$ cat src/rtl/fifo_rd_packer.sv
// Pops 16-bit words from the upstream synchronous FIFO and packs word pairs into 32-bit beats.
// A lone trailing word is flushed as a partial beat after an idle timeout. Define RD_PACKER_PARITY_EN to add out_par.
module fifo_rd_packer #(
    parameter int IN_WIDTH      = 16,
    parameter int FLUSH_TIMEOUT = 15
) (
    input  logic                  clk,
    input  logic                  rst_n,
    input  logic                  fifo_empty,
    input  logic [IN_WIDTH-1:0]   fifo_data_out,
    output logic                  fifo_rd_en,
    output logic [2*IN_WIDTH-1:0] out_data,
    output logic [1:0]            out_keep,
    output logic                  out_valid,
`ifdef RD_PACKER_PARITY_EN
    input  logic                  out_ready,
    output logic [1:0]            out_par
`else
    input  logic                  out_ready
`endif
);

    localparam int CW = (FLUSH_TIMEOUT > 0) ? $clog2(FLUSH_TIMEOUT + 1) : 1;
    localparam logic [CW-1:0] TIMEOUT = CW'(FLUSH_TIMEOUT);

    logic                inflight;
    logic                lo_vld;
    logic [IN_WIDTH-1:0] lo_q;
    logic [CW-1:0]       idle_cnt;
    logic [1:0]          cnt;
    logic                out_free;
    logic                load_full;
    logic                idle_inc;
    logic                flush;

    assign cnt       = {1'b0, lo_vld} + {1'b0, inflight};
    assign out_free  = !out_valid || out_ready;
    assign load_full = inflight && lo_vld;

    // A read is issued only when its word is guaranteed a slot on arrival, so no skid buffer is needed.
    assign fifo_rd_en = rst_n && !fifo_empty &&
                        ((cnt == 2'd0) || ((cnt == 2'd1) && out_free));

    assign idle_inc = lo_vld && !inflight && !fifo_rd_en;
    assign flush    = (FLUSH_TIMEOUT != 0) && idle_inc && (idle_cnt == TIMEOUT) && out_free;

    always_ff @(posedge clk or negedge rst_n) begin
        if (!rst_n) begin
            inflight <= 1'b0;
            lo_vld   <= 1'b0;
            lo_q     <= '0;
        end else begin
            inflight <= fifo_rd_en;
            if (inflight && !lo_vld) begin
                lo_q   <= fifo_data_out;
                lo_vld <= 1'b1;
            end else if (load_full || flush) begin
                lo_vld <= 1'b0;
            end
        end
    end

    always_ff @(posedge clk or negedge rst_n) begin
        if (!rst_n) begin
            idle_cnt <= '0;
        end else if (flush || !idle_inc) begin
            idle_cnt <= '0;
        end else if (idle_cnt != TIMEOUT) begin
            idle_cnt <= idle_cnt + 1'b1;
        end
    end

    // A freshly loaded beat replaces one leaving on the same edge; otherwise the beat holds until taken.
    always_ff @(posedge clk or negedge rst_n) begin
        if (!rst_n) begin
            out_valid <= 1'b0;
            out_data  <= '0;
            out_keep  <= 2'b00;
        end else if (load_full) begin
            out_valid <= 1'b1;
            out_data  <= {fifo_data_out, lo_q};
            out_keep  <= 2'b11;
        end else if (flush) begin
            out_valid <= 1'b1;
            out_data  <= {{IN_WIDTH{1'b0}}, lo_q};
            out_keep  <= 2'b01;
        end else if (out_ready) begin
            out_valid <= 1'b0;
        end
    end

`ifdef RD_PACKER_PARITY_EN
    always_ff @(posedge clk or negedge rst_n) begin
        if (!rst_n) begin
            out_par <= 2'b00;
        end else if (load_full) begin
            out_par <= {^fifo_data_out, ^lo_q};
        end else if (flush) begin
            out_par <= {1'b0, ^lo_q};
        end
    end
`endif

endmodule

$ cat config.mk
export PLATFORM = sky130hd
export DESIGN_NAME = fifo_rd_packer
export DESIGN_NICKNAME = d
export VERILOG_FILES = /design/src/rtl/fifo_rd_packer.sv
export SDC_FILE = /design/constraint.sdc
export NUM_CORES = 1
export LEC_CHECK = 0
export ABC_CLOCK_PERIOD_IN_PS = 4550
export BUFFER_PORTS_ARGS = -buffer_cell sky130_fd_sc_hd__buf_2
export CORE_ASPECT_RATIO = 0.5
export CORE_UTILIZATION = 30
export DETAILED_ROUTE_END_ITERATION = 8
export PLACE_DENSITY = 0.56
export SLEW_MARGIN = 5
export SYNTH_ARGS = -nofsm -noshare
export SYNTH_HDL_FRONTEND = slang
export SYNTH_SLANG_ARGS = --single-unit
export TNS_END_PERCENT = 1
$ cat constraint.sdc
create_clock -name clk -period 4.55 [get_ports clk]
set_clock_uncertainty 0.15 [all_clocks]
set_input_delay 0.91 -clock clk [delete_from_list [all_inputs] [get_ports clk]]
set_output_delay 0.91 -clock clk [all_outputs]
set_load 0.005 [all_outputs]
==> impl_table.tex <==
\begin{tabular}{lr}
\hline
Metric & Value \\
\hline
\multicolumn{2}{l}{\textbf{Run status}} \\
Run status & finished, violations left \\
Violated checks & DRC \\
\multicolumn{2}{l}{\textbf{Logic synthesis}} \\
Yosys top cell by area & dfrtp\_1 \\
Post-synthesis instance area & $\sim$2800 µm² \\
Sequential cell area fraction in the yosys report & 51.3\% \\
Number of library cell types mapped by synthesis & 33 \\
Largest cells by area after synthesis & dfrtp\_1 (51\%), o311ai\_2 (8.2\%), nand2\_1 (6.6\%) \\
Top\_reg\_cell synth & dfrtp\_1 \\
Number of enable-type register cells in the synthesized netlist & 0 \\
Number of nets in the synthesized netlist & 283 \\
Count of warnings emitted by yosys & 0 \\
Async SR Flop Fraction & 100\% \\
Synthesized netlist cell count & roughly 260 \\
Post-synth top area share & 51.3\% \\
Average cell area after synthesis & 10.8 µm² \\
Number of synthesized register bits & 57 \\
\multicolumn{2}{l}{\textbf{Finish}} \\
Total Nets Final & 330 \\
Fraction of final layout cells with drive strength greater than 1 & about a third \\
Antenna diode count & 0 \\
Commonest non-fill, non-tap cell in the layout & dfrtp\_1 \\
Area growth from synthesis to layout & 23.7\% \\
Final instance area & roughly 3400 µm² \\
Commonest non-fill, non-tap cells in the layout & dfrtp\_1 (57), buf\_2 (55), nand2\_1 (49) \\
\multicolumn{2}{l}{\textbf{Die}} \\
Total number of placement rows & 24 \\
Initial standard-cell utilization of the core & 31.4\% \\
Total die area & 9690 µm² \\
Floorplan die height & 70.1 µm \\
IO Count & 56 \\
Placeable core region & 8860 µm² \\
DIE WIDTH & 138 µm \\
\multicolumn{2}{l}{\textbf{Setup path}} \\
Critical path data arrival time & 2220 ps \\
Total buffers and inverters traversed by the critical path & 2 \\
Master of the slowest instance on the critical path & nor3\_2 \\
Critical path start-end classification & in -> out \\
Cell-by-cell trace of the critical path & buf\_2, nand2b\_1, nor3\_2, buf\_2 \\
Top fanout value on the critical path & 19 \\
Largest stage delay on the critical path & 540 ps \\
Cell repeated most along the worst path & buf\_2 \\
Gate family responsible for the most delay along the worst path & simple AND/OR/NAND/NOR gates \\
Type of element capturing the critical path & output port \\
Required time reported for the critical path endpoint & about 3500 ps \\
Startpoint class of the critical path & primary input \\
\multicolumn{2}{l}{\textbf{Clocking}} \\
Clock input transition at the sequential cells of the worst setup and hold paths & 50 ps \\
Max Buffers Root-to-Sink & 2 \\
Deepest level of the CTS H-tree & 3 \\
Post-cts repair resize count & 0 \\
Clk sinks & 57 \\
CTS buffer count & 9 \\
Clock latency of the later-clocked register in the worst-skew pair & 320 ps \\
Setup bufs post-CTS & 0 \\
Hold buffer count at CTS & 0 \\
Clock Tree Root & clkbuf\_16 \\
CTS tree & yes \\
\multicolumn{2}{l}{\textbf{Placed design}} \\
HPWL after detailed placement & approximately 4200 µm \\
Placement-stage cell area & a little over 3000 µm² \\
GPL Wtd Cong & 0.700 \\
Port Buffers & between 50 and 60 \\
\multicolumn{2}{l}{\textbf{Power and ir drop}} \\
Power, Total & 2.37 mW \\
P per Cell Area & 687 nW/µm² \\
Fraction of power consumed by combinational cells & between 30 and 40\% \\
Fraction of power spent switching nets & 31.5\% \\
Clock share of power & 31.3\% \\
Fraction of power consumed by sequential logic & a little under two fifths \\
Cell-internal power & 1.62 mW \\
Leakage power total & 1.52 nW \\
Switch Pwr & 0.745 mW \\
Worst ir drop on vdd & 0.000203 V \\
\multicolumn{2}{l}{\textbf{Detailed routing}} \\
Ratio of routed vias to standard cells & 4.88 \\
First-pass DRT Iterations & 6 \\
WL per Instance & around 15 µm \\
Drt first-iter violations & 87 \\
Antenna Nets Post-Route & 0 \\
Remaining routing DRC violations & 4 \\
Total via count in the routed design & 2077 \\
Wirelength, routed & 6600 µm \\
\multicolumn{2}{l}{\textbf{STA}} \\
Total negative slack & 0 ps \\
Shortest period the worst path allows & 3280 ps \\
Final setup violation count & 0 \\
Final worst hold slack & 313 ps \\
Relative slew margins & 44.1\% \\
Transition time at the pin with the least slew margin & roughly 840 ps \\
Final cycle utilization of the critical path & 72.0\% \\
Fin. max-slew vios & 0 \\
Number of failing hold endpoints at the final stage & 0 \\
Setup repair after global routing missed its margin & no \\
Achievable clock frequency & 0.305 GHz \\
\multicolumn{2}{l}{\textbf{Global routing}} \\
Overall track demand over capacity in global routing & 15.2\% \\
Vias in the first global route & 2248 \\
Residual overflow from global routing & 0 \\
Initial antenna violation count & 0 \\
Maximum number of pins on one net before global-route repair & 58 \\
Wire length of the first global-routing pass & 11300 µm \\
\multicolumn{2}{l}{\textbf{Run}} \\
Max\_cap viols & 0 \\
\multicolumn{2}{l}{\textbf{Min path}} \\
Min-Delay Path Class & reg -> reg \\
\hline
\end{tabular}
## cells in the mapped netlist (all sizes together) (2+ instances only)
library cell,number
nor2,2
nand3,2
dfrtp,57
inv,19
mux2,16
and2,16
nand2b,2
buf,10
nand2,49
nor3,3
ha,5
nor4,2
o2111ai,17
clkbuf,11
nor3b,2
o21ai,17
o311ai,17
## layout make-up
class | instances | area (µm²)
inverters | 20 | 75.1
multi-input cells | 160 | 1170
fillers | 845 | 5420
clock buffers | 13 | 270
repair buffers | 57 | 290
flip-flops and latches | 57 | 1430
well taps | 117 | 146
clock inverters | 2 | 60.1
## state kept, by name (all words and copies together) (netlist names)
name	cells
out_keep	2
out_data	32
lo_vld	1
out_valid	1
inflight	1
lo_q	16
idle_cnt	4
## worst paths after layout
check | depth (start not counted) | slack, ps | end | startpoint
setup / recovery | 4 | 1270 | fifo_rd_en | fifo_empty
hold / removal | 1 | 310 | out_keep[0] | out_keep[0]
setup reg to reg | 5 | 1800 | out_data[5] | inflight
hold reg to reg | 1 | 310 | out_keep[0] | out_keep[0]
max in group asynchronous | 2 | 3130 | out_data[14] | rst_n
min in group asynchronous | 2 | 640 | out_data[20] | rst_n
## power groups by stage
stage | clock, mW | combinational (mW) | sequential (mW)
final | 0.741 | 0.732 | 0.894
after detailed placement | 0 | 0.742 | 0.900
after floorplan | 0 | 0.470 | 0.881
after global routing | 0.775 | 0.828 | 0.929
after CTS | 0.755 | 0.746 | 0.895
after global placement | 0 | 0.724 | 0.892
## per-layer routing
| layer | GRT usage, % | vias to the layer above | part of all wire, % |
|---|---|---|---|
| li1 | - | 1006 | - |
| met1 | 20.1 | 1022 | 49 |
| met2 | 23.0 | 40 | 45 |
| met3 | 4.60 | 9 | 4.5 |
| met4 | 6.74 | 0 | 1.2 |
| met5 | 0 | - | 0 |
## stage by stage
step           util, %  worst slack, ps  instances
2_1_floorplan        -             1970        258
3_3_place_gp      35.1             1340        411
3_5_place_dp      35.1             1270        411
4_1_cts           38.9             1260        426
5_1_grt           38.9             1150        426
6_report          38.9             1270        426
## worst register-to-register path, cell delays in order, from the launching register on
cell      delay, ps
dfrtp_1         380
inv_1            80
ha_1            300
nor2_2          640
o2111a_2        820
o311ai_0        220
## cells by family (layout without fill, tap and decap cells)
logic type | count (synthesis) | count (layout) | share of synthesized area (%)
AO/OA/AOI/OAI | 56 | 56 | 19.0
adder cells (fa/ha/maj) | 5 | 5 | 2.25
flip-flops | 57 | 57 | 51.3
XOR/XNOR | 1 | 1 | 0.315
buffers and inverters | 41 | 92 | 6.61
multiplexers | 17 | 17 | 6.83
AND/OR/NAND/NOR | 81 | 81 | 13.8
(Power assumes the default switching activity.)
